$ cat src/rtl/exc_redirect_ctrl_if.sv
// rtl/exc_redirect_ctrl_if.sv - MEM-stage event, CP0, PC-redirect and bus-status signals of the recovery sequencer
interface exc_redirect_ctrl_if;
   logic [8:0]  exc_type_i;
   logic [31:0] exc_pc_i;
   logic        exc_ds_i;
   logic [31:0] exc_memaddr_i;
   logic [31:0] cp0_epc_i;
   logic        ibus_busy_i;
   logic        dbus_busy_i;

   logic [3:0]  flush_o;
   logic        stall_o;
   logic        cp0_exc_we_o;
   logic        cp0_eret_o;
   logic [31:0] cp0_epc_o;
   logic        cp0_bd_o;
   logic [4:0]  cp0_exccode_o;
   logic        cp0_badvaddr_we_o;
   logic [31:0] cp0_badvaddr_o;
   logic        redirect_valid_o;
   logic [31:0] redirect_pc_o;
   logic        drain_timeout_o;
   logic        busy_o;

   modport slave (
      input  exc_type_i, exc_pc_i, exc_ds_i, exc_memaddr_i, cp0_epc_i,
             ibus_busy_i, dbus_busy_i,
      output flush_o, stall_o, cp0_exc_we_o, cp0_eret_o, cp0_epc_o, cp0_bd_o,
             cp0_exccode_o, cp0_badvaddr_we_o, cp0_badvaddr_o,
             redirect_valid_o, redirect_pc_o, drain_timeout_o, busy_o
   );

   modport master (
      output exc_type_i, exc_pc_i, exc_ds_i, exc_memaddr_i, cp0_epc_i,
             ibus_busy_i, dbus_busy_i,
      input  flush_o, stall_o, cp0_exc_we_o, cp0_eret_o, cp0_epc_o, cp0_bd_o,
             cp0_exccode_o, cp0_badvaddr_we_o, cp0_badvaddr_o,
             redirect_valid_o, redirect_pc_o, drain_timeout_o, busy_o
   );
endinterface

$ cat src/rtl/exc_redirect_ctrl.sv
// rtl/exc_redirect_ctrl.sv - serialises exception/ERET recovery: flush+drain, one CP0 commit, one PC redirect
module exc_redirect_ctrl #(
   parameter logic [31:0] EXC_VECTOR = 32'hBFC0_0380,
   parameter logic [7:0]  DRAIN_MAX  = 8'd255
) (
   input  logic           clk,
   input  logic           rst,
   exc_redirect_ctrl_if.slave bus
);

   typedef enum logic [1:0] {IDLE, DRAIN, COMMIT, REDIRECT} state_t;

   state_t      state, state_nxt;
   logic [7:0]  drain_cnt;
   logic        drain_timeout;
   logic [31:0] redirect_pc;

   logic        cap_eret;
   logic [31:0] cap_epc;
   logic        cap_bd;
   logic [4:0]  cap_code;
   logic        cap_bav_we;
   logic [31:0] cap_bav;

   logic        ev_any;
   logic        ev_eret;
   logic [4:0]  ev_code;
   logic        ev_bav_we;
   logic [31:0] ev_bav;
   logic [31:0] ev_epc;
   logic        bus_idle;
   logic        drain_expired;

   assign ev_any        = |bus.exc_type_i;
   assign ev_epc        = bus.exc_ds_i ? (bus.exc_pc_i - 32'd4) : bus.exc_pc_i;
   assign bus_idle      = !bus.ibus_busy_i && !bus.dbus_busy_i;
   assign drain_expired = (drain_cnt == DRAIN_MAX);

   // Lowest set bit wins; ERET only when no real exception is pending.
   always_comb begin
      ev_eret   = 1'b0;
      ev_code   = 5'h00;
      ev_bav_we = 1'b0;
      ev_bav    = 32'h0;
      if (bus.exc_type_i[0]) begin
         ev_code = 5'h00;
      end else if (bus.exc_type_i[1]) begin
         ev_code   = 5'h04;
         ev_bav_we = 1'b1;
         ev_bav    = bus.exc_pc_i;
      end else if (bus.exc_type_i[2]) begin
         ev_code = 5'h0A;
      end else if (bus.exc_type_i[3]) begin
         ev_code = 5'h08;
      end else if (bus.exc_type_i[4]) begin
         ev_code = 5'h09;
      end else if (bus.exc_type_i[5]) begin
         ev_code = 5'h0C;
      end else if (bus.exc_type_i[6]) begin
         ev_code   = 5'h05;
         ev_bav_we = 1'b1;
         ev_bav    = bus.exc_memaddr_i;
      end else if (bus.exc_type_i[7]) begin
         ev_code   = 5'h04;
         ev_bav_we = 1'b1;
         ev_bav    = bus.exc_memaddr_i;
      end else if (bus.exc_type_i[8]) begin
         ev_eret = 1'b1;
      end
   end

   always_ff @(posedge clk) begin
      if (rst) begin
         state <= IDLE;
      end else begin
         state <= state_nxt;
      end
   end

   always_comb begin
      state_nxt = state;
      case (state)
         IDLE:     if (ev_any) state_nxt = DRAIN;
         DRAIN:    if (bus_idle || drain_expired) state_nxt = COMMIT;
         COMMIT:   state_nxt = REDIRECT;
         REDIRECT: state_nxt = IDLE;
         default:  state_nxt = IDLE;
      endcase
   end

   // Capture, drain counter, sticky timeout and the redirect target sample.
   always_ff @(posedge clk) begin
      if (rst) begin
         drain_cnt     <= 8'd0;
         drain_timeout <= 1'b0;
         redirect_pc   <= 32'h0;
         cap_eret      <= 1'b0;
         cap_epc       <= 32'h0;
         cap_bd        <= 1'b0;
         cap_code      <= 5'h00;
         cap_bav_we    <= 1'b0;
         cap_bav       <= 32'h0;
      end else begin
         case (state)
            IDLE: begin
               drain_cnt <= 8'd0;
               if (ev_any) begin
                  cap_eret   <= ev_eret;
                  cap_epc    <= ev_epc;
                  cap_bd     <= bus.exc_ds_i;
                  cap_code   <= ev_code;
                  cap_bav_we <= ev_bav_we;
                  cap_bav    <= ev_bav;
               end
            end
            DRAIN: begin
               if (!bus_idle) begin
                  if (drain_expired) begin
                     drain_timeout <= 1'b1;
                  end else begin
                     drain_cnt <= drain_cnt + 8'd1;
                  end
               end
            end
            COMMIT: begin
               redirect_pc <= cap_eret ? bus.cp0_epc_i : EXC_VECTOR;
            end
            default: begin
            end
         endcase
      end
   end

   logic [3:0] flush;
   logic       stall;
   logic       exc_we;
   logic       eret_pulse;
   logic       bav_we;
   logic       redirect_valid;
   logic       busy;

   always_comb begin
      flush          = 4'h0;
      stall          = 1'b0;
      exc_we         = 1'b0;
      eret_pulse     = 1'b0;
      bav_we         = 1'b0;
      redirect_valid = 1'b0;
      busy           = 1'b0;
      case (state)
         DRAIN: begin
            flush = 4'hF;
            stall = 1'b1;
            busy  = 1'b1;
         end
         COMMIT: begin
            stall      = 1'b1;
            busy       = 1'b1;
            exc_we     = !cap_eret;
            eret_pulse = cap_eret;
            bav_we     = !cap_eret && cap_bav_we;
         end
         REDIRECT: begin
            redirect_valid = 1'b1;
            busy           = 1'b1;
         end
         default: begin
         end
      endcase
   end

   assign bus.flush_o           = flush;
   assign bus.stall_o           = stall;
   assign bus.cp0_exc_we_o      = exc_we;
   assign bus.cp0_eret_o        = eret_pulse;
   assign bus.cp0_epc_o         = cap_epc;
   assign bus.cp0_bd_o          = cap_bd;
   assign bus.cp0_exccode_o     = cap_code;
   assign bus.cp0_badvaddr_we_o = bav_we;
   assign bus.cp0_badvaddr_o    = cap_bav;
   assign bus.redirect_valid_o  = redirect_valid;
   assign bus.redirect_pc_o     = redirect_pc;
   assign bus.drain_timeout_o   = drain_timeout;
   assign bus.busy_o            = busy;

endmodule

$ cat src/flat_wrapper.sv
// flat-port wrapper written by rule: the top's interface ports become plain ports
module exc_redirect_ctrl_flat 
#(
   parameter logic [31:0] EXC_VECTOR = 32'hBFC0_0380,
   parameter logic [7:0]  DRAIN_MAX  = 8'd255
)
  (clk, rst, bus_exc_type_i, bus_exc_pc_i, bus_exc_ds_i, bus_exc_memaddr_i, bus_cp0_epc_i, bus_ibus_busy_i, bus_dbus_busy_i, bus_flush_o, bus_stall_o, bus_cp0_exc_we_o, bus_cp0_eret_o, bus_cp0_epc_o, bus_cp0_bd_o, bus_cp0_exccode_o, bus_cp0_badvaddr_we_o, bus_cp0_badvaddr_o, bus_redirect_valid_o, bus_redirect_pc_o, bus_drain_timeout_o, bus_busy_o);
  exc_redirect_ctrl_if bus_i ();
  input  logic clk;
  input  logic rst;
  input wire logic [$bits(bus_i.exc_type_i)-1:0] bus_exc_type_i;
  input wire logic [$bits(bus_i.exc_pc_i)-1:0] bus_exc_pc_i;
  input wire logic [$bits(bus_i.exc_ds_i)-1:0] bus_exc_ds_i;
  input wire logic [$bits(bus_i.exc_memaddr_i)-1:0] bus_exc_memaddr_i;
  input wire logic [$bits(bus_i.cp0_epc_i)-1:0] bus_cp0_epc_i;
  input wire logic [$bits(bus_i.ibus_busy_i)-1:0] bus_ibus_busy_i;
  input wire logic [$bits(bus_i.dbus_busy_i)-1:0] bus_dbus_busy_i;
  output wire logic [$bits(bus_i.flush_o)-1:0] bus_flush_o;
  output wire logic [$bits(bus_i.stall_o)-1:0] bus_stall_o;
  output wire logic [$bits(bus_i.cp0_exc_we_o)-1:0] bus_cp0_exc_we_o;
  output wire logic [$bits(bus_i.cp0_eret_o)-1:0] bus_cp0_eret_o;
  output wire logic [$bits(bus_i.cp0_epc_o)-1:0] bus_cp0_epc_o;
  output wire logic [$bits(bus_i.cp0_bd_o)-1:0] bus_cp0_bd_o;
  output wire logic [$bits(bus_i.cp0_exccode_o)-1:0] bus_cp0_exccode_o;
  output wire logic [$bits(bus_i.cp0_badvaddr_we_o)-1:0] bus_cp0_badvaddr_we_o;
  output wire logic [$bits(bus_i.cp0_badvaddr_o)-1:0] bus_cp0_badvaddr_o;
  output wire logic [$bits(bus_i.redirect_valid_o)-1:0] bus_redirect_valid_o;
  output wire logic [$bits(bus_i.redirect_pc_o)-1:0] bus_redirect_pc_o;
  output wire logic [$bits(bus_i.drain_timeout_o)-1:0] bus_drain_timeout_o;
  output wire logic [$bits(bus_i.busy_o)-1:0] bus_busy_o;
  assign bus_i.exc_type_i = bus_exc_type_i;
  assign bus_i.exc_pc_i = bus_exc_pc_i;
  assign bus_i.exc_ds_i = bus_exc_ds_i;
  assign bus_i.exc_memaddr_i = bus_exc_memaddr_i;
  assign bus_i.cp0_epc_i = bus_cp0_epc_i;
  assign bus_i.ibus_busy_i = bus_ibus_busy_i;
  assign bus_i.dbus_busy_i = bus_dbus_busy_i;
  assign bus_flush_o = bus_i.flush_o;
  assign bus_stall_o = bus_i.stall_o;
  assign bus_cp0_exc_we_o = bus_i.cp0_exc_we_o;
  assign bus_cp0_eret_o = bus_i.cp0_eret_o;
  assign bus_cp0_epc_o = bus_i.cp0_epc_o;
  assign bus_cp0_bd_o = bus_i.cp0_bd_o;
  assign bus_cp0_exccode_o = bus_i.cp0_exccode_o;
  assign bus_cp0_badvaddr_we_o = bus_i.cp0_badvaddr_we_o;
  assign bus_cp0_badvaddr_o = bus_i.cp0_badvaddr_o;
  assign bus_redirect_valid_o = bus_i.redirect_valid_o;
  assign bus_redirect_pc_o = bus_i.redirect_pc_o;
  assign bus_drain_timeout_o = bus_i.drain_timeout_o;
  assign bus_busy_o = bus_i.busy_o;
  exc_redirect_ctrl #(.EXC_VECTOR(EXC_VECTOR), .DRAIN_MAX(DRAIN_MAX)) u_core (.clk(clk), .rst(rst), .bus(bus_i));
endmodule
$ cat config.mk
export PLATFORM = sky130hd
export DESIGN_NAME = exc_redirect_ctrl_flat
export DESIGN_NICKNAME = d
export VERILOG_FILES = /design/src/rtl/exc_redirect_ctrl_if.sv /design/src/rtl/exc_redirect_ctrl.sv /design/src/flat_wrapper.sv
export SDC_FILE = /design/constraint.sdc
export NUM_CORES = 1
export LEC_CHECK = 0
export CAP_MARGIN = 10
export CORE_UTILIZATION = 47
export CTS_CLUSTER_DIAMETER = 100
export DETAILED_ROUTE_END_ITERATION = 10
export PLACE_DENSITY_LB_ADDON = 0.3
export SLEW_MARGIN = 20
export SYNTH_ARGS = -nofsm -noshare
export SYNTH_HDL_FRONTEND = slang
export SYNTH_SLANG_ARGS = --single-unit
$ cat constraint.sdc
create_clock -name clk -period 3.3 [get_ports clk]
set_input_delay 0.33 -clock clk [delete_from_list [all_inputs] [get_ports clk]]
set_output_delay 0.33 -clock clk [all_outputs]
set_load 0.01 [all_outputs]
Word level (Yosys, flattened, before mapping)
Cells that the tools add are included.
{"block": "totals", "output_inout_bits": 113, "reg_bits": 115, "in_bits": 110, "word_cells": 84}
{"block": "classes", "n_addsub": 2, "mux": 48, "n_reduce_logical": 15, "n_eq_ne": 8, "bitwise": 1}
{"operator": "two-way mux 32 bit", "n": 10}
{"operator": "two-way mux 5 bit", "n": 7}
{"operator": "subtractor 32 x 3 -> 32 bit, second input constant", "n": 1}
{"operator": "two-way mux 1 bit", "n": 23}
{"operator": "two-way mux 8 bit", "n": 2}
{"operator": "case mux 8 bit (2 select lines)", "n": 1}
{"operator": "OR reduction 9 bit", "n": 1}
{"operator": "adder 8 x 1 -> 8 bit, second input constant", "n": 1}
{"operator": "equality test 8 bit, second input constant", "n": 1}
{"operator": "case mux 2 bit (4 select lines)", "n": 1}
{"operator": "AND reduction 3 bit", "n": 2}
{"operator": "equality test 2 bit, second input constant", "n": 2}
{"operator": "two-way mux 2 bit", "n": 2}
{"operator": "two-way mux 4 bit", "n": 1}
{"operator": "inequality test 2 x 1 -> 1 bit, second input constant", "n": 2}
{"operator": "inequality test 2 bit, second input constant", "n": 2}
{"operator": "AND reduction 2 bit", "n": 2}
{"operator": "logical NOT 1 bit", "n": 3}
{"operator": "two-way mux 3 bit", "n": 1}
{"operator": "OR reduction 3 bit", "n": 1}
{"operator": "equality test 2 x 1 -> 1 bit, second input constant", "n": 1}
{"operator": "logical AND 1 bit", "n": 2}
{"operator": "logical NOT 2 bit", "n": 1}
{"operator": "nonzero test 2 bit", "n": 1}
{"operator": "other kinds (3)", "n": 3}

Depth between registers and ports, before layout
{"block": "depth", "word_depth": 9, "depth_mapped": 8, "depth_no_buf": 6}

Worst setup path after synthesis
Ideal clock, no wire load.
{"block": "synth_path", "path_kind": "input-to-reg", "startpoint": "input port bus_exc_type_i[2]", "endpoint": "register u_core.cap_epc[30] (netlist: u_core.bus.cp0_epc_o[30])", "t_arrival_ps": 1759, "path_stages": 7, "required_ps": 3153, "setup_time_ps": 147, "n_path_buf": 3, "setup_slack_ps": 1395, "path_cell_list": "or4_1 -> buf_2 -> o31a_1 -> buf_4 -> buf_2 -> nor2_1 -> a311oi_2"}
{"block": "synth_between", "elab_chain_len": 2}
{"element": "from (decl)", "line": "flat_wrapper.sv:11", "source": "input wire logic [$bits(bus_i.exc_type_i)-1:0] bus_exc_type_i;"}
{"element": "OR reduction 9 bit", "line": "exc_redirect_ctrl.sv:34", "source": "assign ev_any = |bus.exc_type_i;"}
{"element": "AND reduction 2 bit (no line)"}
{"element": "to (signal assigned)", "line": "exc_redirect_ctrl.sv:109", "source": "cap_epc <= ev_epc;"}
{"element": "to (decl)", "line": "exc_redirect_ctrl.sv:19", "source": "logic [31:0] cap_epc;"}
Every way passes these cells.
A chain may end at the register's enable or synchronous reset.

Worst setup path in the final report
{"block": "layout_path", "startpoint": "register u_core.state[0]", "endpoint": "output port bus_cp0_badvaddr_we_o"}
{"block": "layout_between", "elab_chain_len": 2}
{"element": "from (decl)", "line": "exc_redirect_ctrl.sv:13", "source": "state_t state, state_nxt;"}
{"element": "from (signal assigned)", "line": "exc_redirect_ctrl.sv:76", "source": "state <= state_nxt;"}
{"element": "equality test 2 bit", "line": "exc_redirect_ctrl.sv:150", "source": "case (state)"}
{"element": "two-way mux 1 bit", "line": "exc_redirect_ctrl.sv:150"}
{"element": "to (decl)", "line": "flat_wrapper.sv:25", "source": "output wire logic [$bits(bus_i.cp0_badvaddr_we_o)-1:0] bus_cp0_badvaddr_we_o;"}
Every way passes these cells.

==> impl_metrics.tcl <==
set metrics [dict create \
    critPathMaxFanout 34 \
    layout_common_cells "clkdlybuf4s50_1, dfxtp_1, nor2_1, a21oi_1, mux2_2" \
    n_antenna_cell 0 \
    ff2ff_path_depth 6 \
    chipWidth_um 110.7 \
    yosys_warnings 0 \
    vias 5412 \
    place_hpwl_mm 12.26 \
    drive_above_1_share 0.1393 \
    layout_commonest_cell "clkdlybuf4s50_1" \
    place_ws_ns 0.4598 \
    cts_max_level 4 \
    p_seq_frac 0.320 \
    clock_latency_ns 0.41 \
    finalSetupViolCount 0 \
    cts_tree "yes" \
    p_clk_frac 0.282 \
    antenna_found_initial 0 \
    synth_seq_area_share 0.4108 \
    routabilityCongestion 0.9266 \
    die_y_um 110.7 \
    ioPinCount 223 \
    synthToLayoutAreaGrowth_pct 49.05 \
    use_met3 0.08967 \
    holdPathStages 2 \
    ys_ff_latch 114 \
    dr.pass1.iters 5 \
    power_switching_mw 1.908 \
    swShare 0.3405 \
    finalClockSkew_ns 0.007869 \
    drt_iter0_markers 352 \
    start_kind "register" \
    min_path_type "reg2reg" \
    final_antenna_net_count 0 \
    synth_area_mm2 0.005555 \
    cts_root_buffer "clkbuf_16" \
    grt_start_max_net_pins 80 \
    worst_slack_ns 0.7011 \
    io_buffers 221 \
    async_reset_ff_frac 0 \
    hold_viol 0 \
    start_util 0.4845 \
    post_cts_buffers 0 \
    synth_edf_count 0 \
    rrSetupSlack_ns 1.07 \
    cp-end-kind "output port" \
    cts_sinks 114 \
    clk_pin_slew_ns 0.05 \
    yosys.cell_types.count 59 \
    cts_inserted_buffers 17 \
    drc 0 \
    routedWlPerCell_um 17.91 \
    required_ns 2.97 \
    busiest_layer "met2" \
    setup_tns_ns 0 \
    cts.hold.buffers_added 0 \
    use_met1 0.3313 \
    holdWs_ns 0.4592 \
    core_area_mm2 0.01147 \
    period_share 0.7875 \
    hp-start "u_core.bus.cp0_bd_o" \
    synth-main-ff-cell "dfxtp_1" \
    die_area_mm2 0.01226 \
    synth_nets 719 \
    status "completed" \
    critical_path_class "reg2out" \
    rsz0062_at_grt "no" \
    fmax_ghz 0.3848 \
    post_cts_resized 0 \
    comb_power_share 0.398 \
    worstMarginPinSlew_ns 0.9021 \
    irDropWorstVdd_mv 0.4183 \
    grt_pass1_vias 5383 \
    fin_total_pwr_mw 5.605 \
    overflow 0 \
    grt_pass1_wl_mm 27.25 \
    cap_violations 0 \
    r2r-start "u_core.state[0]" \
    use_met2 0.4580 \
    vias_per_cell 5.673 \
    crit_arrival_ns 2.27 \
    avgSynthCellArea_um2 9.228 \
    netlist_instances 602 \
    num_rows 39 \
    slew_headroom 0.3986 \
    p_per_area_mw_per_mm2 676.9 \
    cp-startpoint "u_core.state[0]" \
    nets 916 \
    clk_path_buf_depth 2 \
    wl_mm 17.08 \
    maxSlewViolCount 0 \
    grtUsageTotal 0.2785 \
    p_leak_nw 2.934 \
    min_period_ns 2.599 \
    p_int_mw 3.697 \
]
-- cell type report --
cell class                      count  area [um2]
Clock buffer                       24       471.7
Clock inverter                      7       35.03
Fill cell                         857        3187
Inverter                           10       37.54
Multi-Input combinational cell    426        2990
Sequential cell                   114        2282
Tap cell                          143       178.9
Timing Repair Buffer              230        2285
-- registers in the layout, summed over array words and instances, names as in the netlist --
name and count:
u_core.bus.cp0_badvaddr_o 32, u_core.bus.cp0_bd_o 1, u_core.state 2, u_core.bus.cp0_epc_o 32, u_core.cap_eret 1, u_core.bus.drain_timeout_o 1, u_core.cap_bav_we 1, u_core.drain_cnt 8
u_core.bus.redirect_pc_o 32, u_core.bus.cp0_exccode_o 4
-- logic make-up after synthesis --
group                      after synthesis  synth area share
DFF                                    114            0.4108
buffers and inverters                   62           0.05383
xor gates and xnor gates                16           0.02523
and+or+nand+nor                        230            0.2171
muxes                                   33           0.06667
AOI/OAI and AO/OA                      139            0.2099
adders and majority gates                7           0.01577
other                                    1         0.0006750
-- metal layers --
metal | up-vias | routed length [um]
met5 | - | 0
met4 | 0 | 418
met3 | 31 | 1422
met2 | 227 | 8047
met1 | 2567 | 7196
li1 | 2587 | -
-- power groups by stage --
stage,registers [mW],logic [mW],clock network (mW)
5_1_grt,1.83,2.41,1.67
6_report,1.80,2.23,1.58
3_5_place_dp,1.82,2.22,0
2_1_floorplan,1.91,1.20,0
3_3_place_gp,1.81,2.15,0
4_1_cts,1.79,2.23,1.60
-- through the flow --
step	std cells	cell area (um2)	utilization
2_1_floorplan	602	5555	-
3_3_place_gp	923	7774	0.6779
3_5_place_dp	923	7774	0.6779
4_1_cts	954	8280	0.7221
5_1_grt	954	8280	0.7221
6_report	954	8280	0.7221
-- cells in the mapped netlist, drive strengths merged, types with 5 or more instances --
library cell / instances / area [um2]
a311oi: 16 / 240.2
xnor2: 9 / 78.83
nand3: 9 / 50.05
a211oi: 13 / 157.6
o31ai: 14 / 110.1
clkbuf: 30 / 113.9
or3: 6 / 37.54
mux2: 32 / 360.4
nand2: 24 / 90.09
o21ai: 5 / 25.02
nor3: 9 / 55.05
xor2: 7 / 61.31
a21oi: 33 / 165.2
dfxtp: 114 / 2282
inv: 10 / 37.54
nor2b: 23 / 143.9
ha: 7 / 87.58
nor4: 6 / 67.56
buf: 22 / 147.6
a32oi: 31 / 271.5
nor4b: 5 / 58.80
or4: 16 / 120.1
nor2: 108 / 405.4
o22ai: 12 / 75.07
-- worst paths after layout --
| kind | to |
|---|---|
| setup / recovery | bus_cp0_badvaddr_we_o |
| hold / removal | u_core.bus.cp0_bd_o |
| hold reg to reg | u_core.bus.cp0_bd_o |
| setup reg to reg | u_core.bus.cp0_epc_o[4] |
-- critical path: stages (launching register included) --
cell and delay, ns:
dfxtp_1 0.32, inv_1 0.13, ha_1 0.18, buf_4 0.33
nor2b_1 0.22, and2_1 0.14, clkdlybuf4s50_1 0.55
No activity file was read; power rests on OpenSTA's default activity.
